[src/rtl/vga_text_pkg.sv]
// Shared text-layer definitions.
// Glyph cell size, colour type and palette.
package vga_text_pkg;

  localparam int GLYPH_W = 8;
  localparam int GLYPH_H = 16;

  typedef logic [11:0] rgb12_t;

  localparam rgb12_t COL_BLACK = 12'h000;
  localparam rgb12_t COL_CYAN  = 12'h0FF;
  localparam rgb12_t COL_RED   = 12'hF00;

endpackage

[src/rtl/bcd_field_renderer_if.sv]
// Raster timing in, overlay pixel out.
// slave = renderer, master = sync generator / mux side.
interface bcd_field_renderer_if;
  import vga_text_pkg::*;

  logic [9:0] pix_x;
  logic [9:0] pix_y;
  logic       video_on;
  logic       hsync_in;
  logic       vsync_in;
  logic       frame_tick;
  rgb12_t     rgb;
  logic       pixel_on;
  logic       hsync_out;
  logic       vsync_out;

  modport master (
    output pix_x, pix_y, video_on,
    output hsync_in, vsync_in, frame_tick,
    input  rgb, pixel_on,
    input  hsync_out, vsync_out
  );

  modport slave (
    input  pix_x, pix_y, video_on,
    input  hsync_in, vsync_in, frame_tick,
    output rgb, pixel_on,
    output hsync_out, vsync_out
  );

endinterface

[src/rtl/digit_font_rom.sv]
// Registered 8x16 seven-segment digit font.
// Codes 10..15 and unused rows read as blank.
module digit_font_rom (
  input  logic       clk,
  input  logic       reset,
  input  logic [3:0] digit,
  input  logic [3:0] row,
  output logic [7:0] data
);

  // Bands {r13, r8-12, r7, r2-6, r1} per digit.
  function automatic logic [39:0] glyph(
    input logic [3:0] d
  );
    case (d)
      4'd0:    return 40'h7E_42_42_42_7E;
      4'd1:    return 40'h02_02_02_02_02;
      4'd2:    return 40'h7E_40_7E_02_7E;
      4'd3:    return 40'h7E_02_7E_02_7E;
      4'd4:    return 40'h02_02_7E_42_42;
      4'd5:    return 40'h7E_02_7E_40_7E;
      4'd6:    return 40'h7E_42_7E_40_7E;
      4'd7:    return 40'h02_02_02_02_7E;
      4'd8:    return 40'h7E_42_7E_42_7E;
      4'd9:    return 40'h7E_02_7E_42_7E;
      default: return 40'h0;
    endcase
  endfunction

  logic [39:0] g;
  logic [7:0]  sel;

  // Pick the band covering the requested row.
  always_comb begin
    g   = glyph(digit);
    sel = '0;
    unique case (1'b1)
      (row == 4'd1):                  sel = g[7:0];
      (row >= 4'd2 && row <= 4'd6):   sel = g[15:8];
      (row == 4'd7):                  sel = g[23:16];
      (row >= 4'd8 && row <= 4'd12):  sel = g[31:24];
      (row == 4'd13):                 sel = g[39:32];
      default:                        sel = '0;
    endcase
  end

  // Synchronous read.
  always_ff @(posedge clk or posedge reset) begin
    if (reset) data <= '0;
    else       data <= sel;
  end

endmodule

[src/rtl/bcd_field_renderer.sv]
// Two-digit BCD field overlay, 3-cycle pixel pipe.
// Frame-shadowed data, blinking edit cursor.
module bcd_field_renderer
  import vga_text_pkg::*;
#(
  parameter int     NUM_FIELDS  = 3,
  parameter int     X0          = 96,
  parameter int     Y0          = 192,
  parameter int     FIELD_PITCH = 128,
  parameter int     SCALE_LOG2  = 2,
  parameter rgb12_t FG_RGB      = COL_CYAN,
  parameter rgb12_t HL_RGB      = COL_RED,
  parameter int     BLINK_LOG2  = 5
) (
  input  logic clk,
  input  logic reset,
  bcd_field_renderer_if.slave bus,
  input  logic [8*NUM_FIELDS-1:0] field_data,
  input  logic edit_on,
  input  logic [((NUM_FIELDS > 1) ?
    $clog2(NUM_FIELDS) : 1)-1:0] cursor_sel,
  input  logic blink_en
);

  localparam int CW =
    (NUM_FIELDS > 1) ? $clog2(NUM_FIELDS) : 1;
  localparam int GW = GLYPH_W << SCALE_LOG2;
  localparam int GH = GLYPH_H << SCALE_LOG2;
  localparam int unsigned YTOP = Y0;
  localparam int unsigned YBOT = Y0 + GH;

  typedef struct packed {
    logic       hit;
    logic       hl;
    logic       von;
    logic [3:0] nib;
    logic [2:0] col;
    logic [3:0] row;
  } s1_t;

  typedef struct packed {
    logic       hit;
    logic       hl;
    logic       von;
    logic [2:0] col;
  } s2_t;

  logic [8*NUM_FIELDS-1:0] shadow;
  logic [BLINK_LOG2:0]     blink_cnt;
  logic                    edit_q;
  logic                    blink_phase;
  logic                    cursor_ok;
  logic                    fsel;
  logic                    y_in;
  logic                    px_on;
  logic [31:0]             px;
  logic [31:0]             py;
  logic [7:0]              font_row;
  logic [2:0]              hs_sr;
  logic [2:0]              vs_sr;
  s1_t                     s1_d;
  s1_t                     s1_q;
  s2_t                     s2_q;

  function automatic int unsigned cell_x(
    input int f,
    input int d
  );
    return int'(unsigned'(X0 + f * FIELD_PITCH + d * GW));
  endfunction

  assign px          = 32'(bus.pix_x);
  assign py          = 32'(bus.pix_y);
  assign y_in        = (py >= YTOP) && (py < YBOT);
  assign cursor_ok   = 32'(cursor_sel) < 32'(NUM_FIELDS);
  assign blink_phase = ~blink_cnt[BLINK_LOG2];

  // Field data is latched once per frame only.
  always_ff @(posedge clk or posedge reset) begin
    if (reset)               shadow <= '0;
    else if (bus.frame_tick) shadow <= field_data;
  end

  // Frame counter for blink; idle and edit entry clear it.
  always_ff @(posedge clk or posedge reset) begin
    if (reset) begin
      blink_cnt <= '0;
      edit_q    <= 1'b0;
    end else begin
      edit_q <= edit_on;
      if (!edit_on || !edit_q)
        blink_cnt <= '0;
      else if (bus.frame_tick)
        blink_cnt <= blink_cnt + 1'b1;
    end
  end

  // Stage 1 hit test over every digit cell.
  always_comb begin
    s1_d     = '0;
    fsel     = 1'b0;
    s1_d.von = bus.video_on;
    s1_d.row = 4'((py - YTOP) >> SCALE_LOG2);
    for (int f = 0; f < NUM_FIELDS; f++) begin
      for (int d = 0; d < 2; d++) begin
        if (y_in && px >= cell_x(f, d) &&
            px < cell_x(f, d) + GW) begin
          s1_d.hit = 1'b1;
          s1_d.nib = shadow[8*f + 4*(1-d) +: 4];
          s1_d.col =
            3'((px - cell_x(f, d)) >> SCALE_LOG2);
          fsel = (CW'(f) == cursor_sel);
        end
      end
    end
    s1_d.hl = s1_d.hit & fsel & edit_on &
              cursor_ok & (blink_phase | ~blink_en);
  end

  // Stage 1 register.
  always_ff @(posedge clk or posedge reset) begin
    if (reset) s1_q <= '0;
    else       s1_q <= s1_d;
  end

  digit_font_rom u_rom (
    .clk   (clk),
    .reset (reset),
    .digit (s1_q.nib),
    .row   (s1_q.row),
    .data  (font_row)
  );

  // Stage 2 carries cell state beside the ROM read.
  always_ff @(posedge clk or posedge reset) begin
    if (reset) s2_q <= '0;
    else       s2_q <= '{hit: s1_q.hit, hl: s1_q.hl,
                         von: s1_q.von, col: s1_q.col};
  end

  assign px_on = font_row[~s2_q.col] &
                 s2_q.hit & s2_q.von;

  // Stage 3 colour select.
  always_ff @(posedge clk or posedge reset) begin
    if (reset) begin
      bus.rgb      <= COL_BLACK;
      bus.pixel_on <= 1'b0;
    end else begin
      bus.pixel_on <= px_on;
      bus.rgb      <= !px_on  ? COL_BLACK :
                      s2_q.hl ? HL_RGB : FG_RGB;
    end
  end

  // Sync delay matched to the pixel pipe.
  always_ff @(posedge clk or posedge reset) begin
    if (reset) begin
      hs_sr <= '0;
      vs_sr <= '0;
    end else begin
      hs_sr <= {hs_sr[1:0], bus.hsync_in};
      vs_sr <= {vs_sr[1:0], bus.vsync_in};
    end
  end

  assign bus.hsync_out = hs_sr[2];
  assign bus.vsync_out = vs_sr[2];

endmodule

[src/flat_wrapper.sv]
// flat-port wrapper written by rule: the top's interface ports become plain ports
module bcd_field_renderer_flat import vga_text_pkg::*;
#(
  parameter int     NUM_FIELDS  = 3,
  parameter int     X0          = 96,
  parameter int     Y0          = 192,
  parameter int     FIELD_PITCH = 128,
  parameter int     SCALE_LOG2  = 2,
  parameter rgb12_t FG_RGB      = COL_CYAN,
  parameter rgb12_t HL_RGB      = COL_RED,
  parameter int     BLINK_LOG2  = 5
)
  (clk, reset, field_data, edit_on, cursor_sel, blink_en, bus_pix_x, bus_pix_y, bus_video_on, bus_hsync_in, bus_vsync_in, bus_frame_tick, bus_rgb, bus_pixel_on, bus_hsync_out, bus_vsync_out);
  bcd_field_renderer_if bus_i ();
  input  logic clk;
  input  logic reset;
  input  logic [8*NUM_FIELDS-1:0] field_data;
  input  logic edit_on;
  input  logic [((NUM_FIELDS > 1) ?
    $clog2(NUM_FIELDS) : 1)-1:0] cursor_sel;
  input  logic blink_en;
  input wire logic [$bits(bus_i.pix_x)-1:0] bus_pix_x;
  input wire logic [$bits(bus_i.pix_y)-1:0] bus_pix_y;
  input wire logic [$bits(bus_i.video_on)-1:0] bus_video_on;
  input wire logic [$bits(bus_i.hsync_in)-1:0] bus_hsync_in;
  input wire logic [$bits(bus_i.vsync_in)-1:0] bus_vsync_in;
  input wire logic [$bits(bus_i.frame_tick)-1:0] bus_frame_tick;
  output wire logic [$bits(bus_i.rgb)-1:0] bus_rgb;
  output wire logic [$bits(bus_i.pixel_on)-1:0] bus_pixel_on;
  output wire logic [$bits(bus_i.hsync_out)-1:0] bus_hsync_out;
  output wire logic [$bits(bus_i.vsync_out)-1:0] bus_vsync_out;
  assign bus_i.pix_x = bus_pix_x;
  assign bus_i.pix_y = bus_pix_y;
  assign bus_i.video_on = bus_video_on;
  assign bus_i.hsync_in = bus_hsync_in;
  assign bus_i.vsync_in = bus_vsync_in;
  assign bus_i.frame_tick = bus_frame_tick;
  assign bus_rgb = bus_i.rgb;
  assign bus_pixel_on = bus_i.pixel_on;
  assign bus_hsync_out = bus_i.hsync_out;
  assign bus_vsync_out = bus_i.vsync_out;
  bcd_field_renderer #(.NUM_FIELDS(NUM_FIELDS), .X0(X0), .Y0(Y0), .FIELD_PITCH(FIELD_PITCH), .SCALE_LOG2(SCALE_LOG2), .FG_RGB(FG_RGB), .HL_RGB(HL_RGB), .BLINK_LOG2(BLINK_LOG2)) u_core (.clk(clk), .reset(reset), .bus(bus_i), .field_data(field_data), .edit_on(edit_on), .cursor_sel(cursor_sel), .blink_en(blink_en));
endmodule
[config.mk]
export PLATFORM = sky130hd
export DESIGN_NAME = bcd_field_renderer_flat
export DESIGN_NICKNAME = d
export VERILOG_FILES = /design/src/rtl/vga_text_pkg.sv /design/src/rtl/bcd_field_renderer_if.sv /design/src/rtl/digit_font_rom.sv /design/src/rtl/bcd_field_renderer.sv /design/src/flat_wrapper.sv
export SDC_FILE = /design/constraint.sdc
export NUM_CORES = 1
export LEC_CHECK = 0
export ABC_AREA = 1
export BUFFER_PORTS_ARGS = -buffer_cell sky130_fd_sc_hd__buf_2
export CORE_ASPECT_RATIO = 0.8
export CORE_MARGIN = 3
export CORE_UTILIZATION = 45
export DETAILED_ROUTE_END_ITERATION = 8
export PLACE_DENSITY = 0.7
export SLEW_MARGIN = 0
export SYNTH_ARGS = -nofsm -noshare
export SYNTH_HDL_FRONTEND = slang
export SYNTH_SLANG_ARGS = --single-unit
[constraint.sdc]
create_clock -name clk -period 2.6 [get_ports clk]
set_clock_uncertainty 0.15 [all_clocks]
set_input_delay 0.52 -clock clk [delete_from_list [all_inputs] [get_ports clk]]
set_output_delay 0.52 -clock clk [all_outputs]
set_load 0.005 [all_outputs]
# ---- After elaboration in Yosys (flattened, before gate mapping)
# Memories as Yosys holds them, arrays and structs flattened.
# Cells that the tools add are included.
dict set report totals {
  register_bits 78
  rom_bits 352
  out_inout_bits 15
  n_memories 1
}
dict set report op_classes {
  addsub 8
  order_cmp 20
  n_eq_ne 5
  n_mux 25
  bitwise 10
  reduce_logical 20
}
# name depth word_bits read_ports rd_ports_with_merged_regs write_ports line
set memory_table {}
lappend memory_table {{(name not given)} 16 22 1 0 0 digit_font_rom.sv:15} ;# case (d)
# cell n
set ops {}
lappend ops {{$lt 10x9->1 const B} 5}
lappend ops {{$mux 7} 6}
lappend ops {{$pmux 8 s5} 1}
lappend ops {{$ge 10x8->1 const B} 3}
lappend ops {{$ge 10x9->1 const B} 3}
lappend ops {{$sub 5x1->5 const B} 6}
lappend ops {{$mux 12} 2}
lappend ops {{$lt 10x8->1 const B} 2}
lappend ops {{$logic_and 1x1->1} 15}
lappend ops {{$mux 1} 13}
lappend ops {{$mux 6} 2}
lappend ops {{$ge 10x7->1 const B} 1}
lappend ops {{$add 6x1->6 const B} 1}
lappend ops {{$and 1x1->1} 6}
lappend ops {{$sub 6x1->6 const B} 1}
lappend ops {{$eq 4x1->1 const B} 1}
lappend ops {{$eq 4x3->1 const B} 1}
lappend ops {{$eq 4x4->1 const B} 1}
lappend ops {{$ge 4x2->1 const B} 1}
lappend ops {{$ge 4x4->1 const B} 1}
lappend ops {{$le 4x3->1 const B} 1}
lappend ops {{$le 4x4->1 const B} 1}
lappend ops {{$lt 3x4->1 const B} 1}
lappend ops {{$bmux 1 s3} 1}
lappend ops {{other kinds (10)} 12}

# ---- Depth between registers and ports, before layout
dict set report logic_depth {
  depth_word 14
  ltp_mapped 12
  depth_no_buf 11
}

# ---- By module
# Synthesis repeated with hierarchy kept, for this count alone.
dict set report hier_totals {
  cells_unflattened 390
  hier_area_um2 3161.8
}
# module instances cells_per_inst area_per_inst_um2 seq_area_each_um2
set modules_own_cells {}
lappend modules_own_cells {bcd_field_renderer 1 313 2692.6 1501.4}
lappend modules_own_cells {digit_font_rom 1 77 469.2 75.1}

# ---- Least setup slack after synthesis
# OpenSTA, ideal clock, no wires.
dict set report synth_path {
  kind {input to register}
  from {in bus_pix_x[7]}
  to {reg u_core.s1_q[12] (netlist bit)}
  setup_time_ns 0.073
  arrival_ns 1.373
  required_time_ns 2.377
  setup_slack_ns 1.004
  path_stages 8
  path_buffers 1
  cell_sequence {buf_6 nor3_1 nand3_1 nand2_2 nand2_1 nand2_1 nand3_2 a21oi_2}
}
# element line
set synth_rtl {}
lappend synth_rtl {{start, declared} flat_wrapper.sv:22} ;# input wire logic [$bits(bus_i.pix_x)-1:0] bus_pix_x;
lappend synth_rtl {{end signal, assigned} bcd_field_renderer.sv:122} ;# if (reset) s1_q <= '0;
lappend synth_rtl {{end signal, assigned} bcd_field_renderer.sv:123} ;# else s1_q <= s1_d;
lappend synth_rtl {{end, declared} bcd_field_renderer.sv:62} ;# s1_t s1_q;

# ---- Worst setup path after layout
dict set report layout_path {
  from {reg u_core.s1_q[9] (netlist bit)}
  to {reg u_core.u_rom.data[5]}
}
dict set report layout_via {
  elab_chain_len 2
}
# element line
set layout_lines {}
lappend layout_lines {{$mem_v2 16x22} --}
lappend layout_lines {{$pmux 8 s5} digit_font_rom.sv:37} ;# unique case (1'b1)
lappend layout_lines {{end signal, assigned} digit_font_rom.sv:50} ;# else data <= sel;
lappend layout_lines {{end, declared} digit_font_rom.sv:8} ;# output logic [7:0] data
# Every way passes these cells.
# A chain may end at the register's enable or synchronous reset.

==> metrics.txt <==
LEAKAGE between 1.5 and 2 nW; Die X around 98 um; most frequent cell after synthesis nand2_1; worst-skew pair later-pin latency around 0.34 ns; I/O pins between 60 and 70; Final Cell Area 3588 um^2; Tcrit/Tclk final about two thirds; #FFs+latches synth 63; r2r setup slk between 0.8 and 0.9 ns; Hold/Removal Path Class primary input to async pin; H-tree depth 3; DR iter-0 viols 85; Least-Margin Pin Slew roughly 0.64 ns; Final Hold Viols 0; vias in the first global route about 2300; placed instance count a little under 500; FMAX ~570 MHz; status finished, final reports clean; post-synthesis sequential area ratio a little over half; Crit path arrival time 1.90 ns; WP data required roughly 2.7 ns; top cells by count, synth nand2_1 (103), dfrtp_1 (63), inv_1 (46); RSZ-0062 raised after global routing no; Period minus WS final between 1.5 and 2 ns; final cell count without fillers approximately 500; slowest CP cell o21ai_0; mapped cell area 3018 um^2; die height 79.25 um; CP endpoint u_core.u_rom.data[5]$_DFF_PP0_; CTS Hold Buffers Added 0; CTS tree yes; Critical Path Start u_core.s1_q[9]$_DFF_PP0_; Netlist cell types 30; Bufs on Longest Clock Path 2; critical path, cell by cell o21ai_0 > nand4_1 > o21bai_1 > nand3_1; DRT antenna net count 0; post-synth net total 423; CTS Root Buffer Type clkbuf_8; Layout area overhead 18.91%; fillers roughly 630; Mean Syn Cell Area ~8.3 um^2; diode count 0; crit start category register; drt drc 0; GRT Total Usage 16.30%; Core Region between 6000 and 7000 um^2; Worst R2R Path Depth 4; Max rail drop VDD around 0.00028 V; crit end category register; total negative slack 0 ns; largest net degree at the start of global routing 36; routed wire length between 5000 and 6000 um; Post CTS Setup Buffer Count 0; DP Area ~3400 um^2; post-synth top area cell dfrtp_1; Reg clk slew, reported paths about 0.080 ns; Yosys top cell area share about 52%; CP Max Fanout 8; Setup-failing EPs final 0; Std-Cell Rows 26; Synth Flop Type dfrtp_1; # nets final a little under 500; Mapped Cells roughly 360; CTS buffer count 9; HPWL after detailed placement approximately 4300 um; post-CTS sizing 0; Max stage delay on crit path between 0.5 and 0.6 ns; Top Family by Delay on Critical Path compound AO/OA/AOI/OAI gates; Slew HR approximately 58%; GR Overflow Total 0; initial antenna violation count 0; EDFF count, synth 0; port buffer count 64; max cap viols 0; DIE AREA ~7700 um^2; Reg2Reg Launch Point u_core.s1_q[9]$_DFF_PP0_; DR WL/cell approximately 11 um; via total after detailed routing between 2000 and 2500; synth top area cells dfrtp_1 (52%), nand2_1 (13%), inv_1 (5.7%); async set-or-reset flop fraction in the synthesized netlist 100.0%; global-route wire length before repair just over 10000 um; synth warn 0; initial core utilization between 40 and 50%; worst r2r dst u_core.u_rom.data[5]$_DFF_PP0_; final-report max-slew violation count 0; critical path class register to register; gpl congestion 0.8468; Buf+Inv Stages, Crit Path 0; PD cells about 610 nW/um^2; Critical Path Stages 4; Vias/cell between 4 and 5; share of layout cells above drive strength 1 24.01%; CTS Sinks 63; Initial DRT Pass Iterations 4
==> flip-flops by register name (all words and copies together), names as in the netlist <==
register             count
u_core.s2_q              6
u_core.bus.pixel_on      1
u_core.blink_cnt         6
u_core.s1_q             14
u_core.hs_sr             3
u_core.bus.rgb           2
u_core.u_rom.data        3
u_core.shadow           24
u_core.vs_sr             3
u_core.edit_q            1
==> logic make-up after synthesis <==
| logic type | Yosys count | synth area share (%) |
|---|---|---|
| AND/OR/NAND/NOR | 187 | 27.99 |
| buffers and inverters | 67 | 10.07 |
| adder cells (fa/ha/maj) | 6 | 2.487 |
| AO/OA/AOI/OAI | 40 | 7.214 |
| flip-flops | 63 | 52.24 |
==> how the worst min path moves through the flow <==
stage / startpoint / endpoint / depth (start not counted)
final: reset / u_core.edit_q$_DFF_PP0_ / 2
after global routing: bus_pix_y[2] / u_core.s1_q[0]$_DFF_PP0_ / 1
after CTS: reset / u_core.blink_cnt[3]$_DFFE_PP0P_ / 2
after detailed placement: u_core.s1_q[5]$_DFF_PP0_ / u_core.s2_q[1]$_DFF_PP0_ / 0
after global placement: u_core.s1_q[6]$_DFF_PP0_ / u_core.s2_q[2]$_DFF_PP0_ / 0
after floorplan: u_core.hs_sr[0]$_DFF_PP0_ / u_core.hs_sr[1]$_DFF_PP0_ / 0
==> report_power, final <==
part / switching (mW) / internal [mW]
sequential: 0.0232 / 1.03
clock: 0.409 / 0.551
combinational: 0.105 / 0.0653
total: 0.537 / 1.65
==> through the flow <==
stage / utilization, % / hold WS (ns) / total power, mW / setup slack [ns]
after floorplan: - / 0.1812 / 1.167 / 0.3603
after global placement: 52.20 / 0.1829 / 1.239 / 0.6211
after detailed placement: 52.20 / 0.1847 / 1.245 / 0.5995
after CTS: 55.71 / 0.1061 / 2.218 / 0.9190
after global routing: 55.71 / 0.1069 / 2.292 / 0.7743
final: 55.71 / 0.1061 / 2.183 / 0.8350
==> placed cells by master (no fill, tap or decap) <==
cell type	count
nand2_1	103
buf_2	64
dfrtp_1	63
inv_1	45
nor2_1	31
o21ai_0	27
nand3_1	20
clkbuf_8	9
nand4_1	7
nor3_1	6
ha_1	6
a21oi_1	5
inv_2	5
nor3b_1	4
nor2_2	3
nand2_2	3
nand3_2	3
inv_6	3
a31oi_1	2
nor2_4	2
nand2_4	2
bufinv_16	2
buf_4	2
o211ai_1	1
and2_1	1
o21bai_1	1
o2111ai_1	1
a211oi_1	1
nand3b_2	1
o21ai_1	1
nand3b_1	1
a21oi_2	1
clkinv_4	1
clkinvlp_4	1
buf_12	1
==> area by class of cell <==
cell class / count / area [um^2] / share of cell area [%]
Sequential cell: 63 / 1577 / 43.93
Multi-Input combinational cell: 233 / 1137 / 31.69
Timing Repair Buffer: 67 / 355.3 / 9.902
Inverter: 50 / 187.7 / 5.230
Clock buffer: 9 / 123.9 / 3.452
Tap cell: 84 / 105.1 / 2.929
Clock inverter: 7 / 102.6 / 2.859
==> worst register-to-register path, cell delays in order, from the launching register on <==
cell      delay, ns
dfrtp_1        0.45
o21ai_0        0.52
nand4_1        0.27
o21bai_1       0.23
nand3_1        0.09
==> routing by layer <==
metal  part of all wire, %  GRT usage (%)  wire [um]
met3                   7.1          4.741        411
met5                     0              0          0
met2                    45          25.24       2595
met4                   1.5          7.054         87
met1                    46          21.44       2680
(Power assumes the default switching activity.)
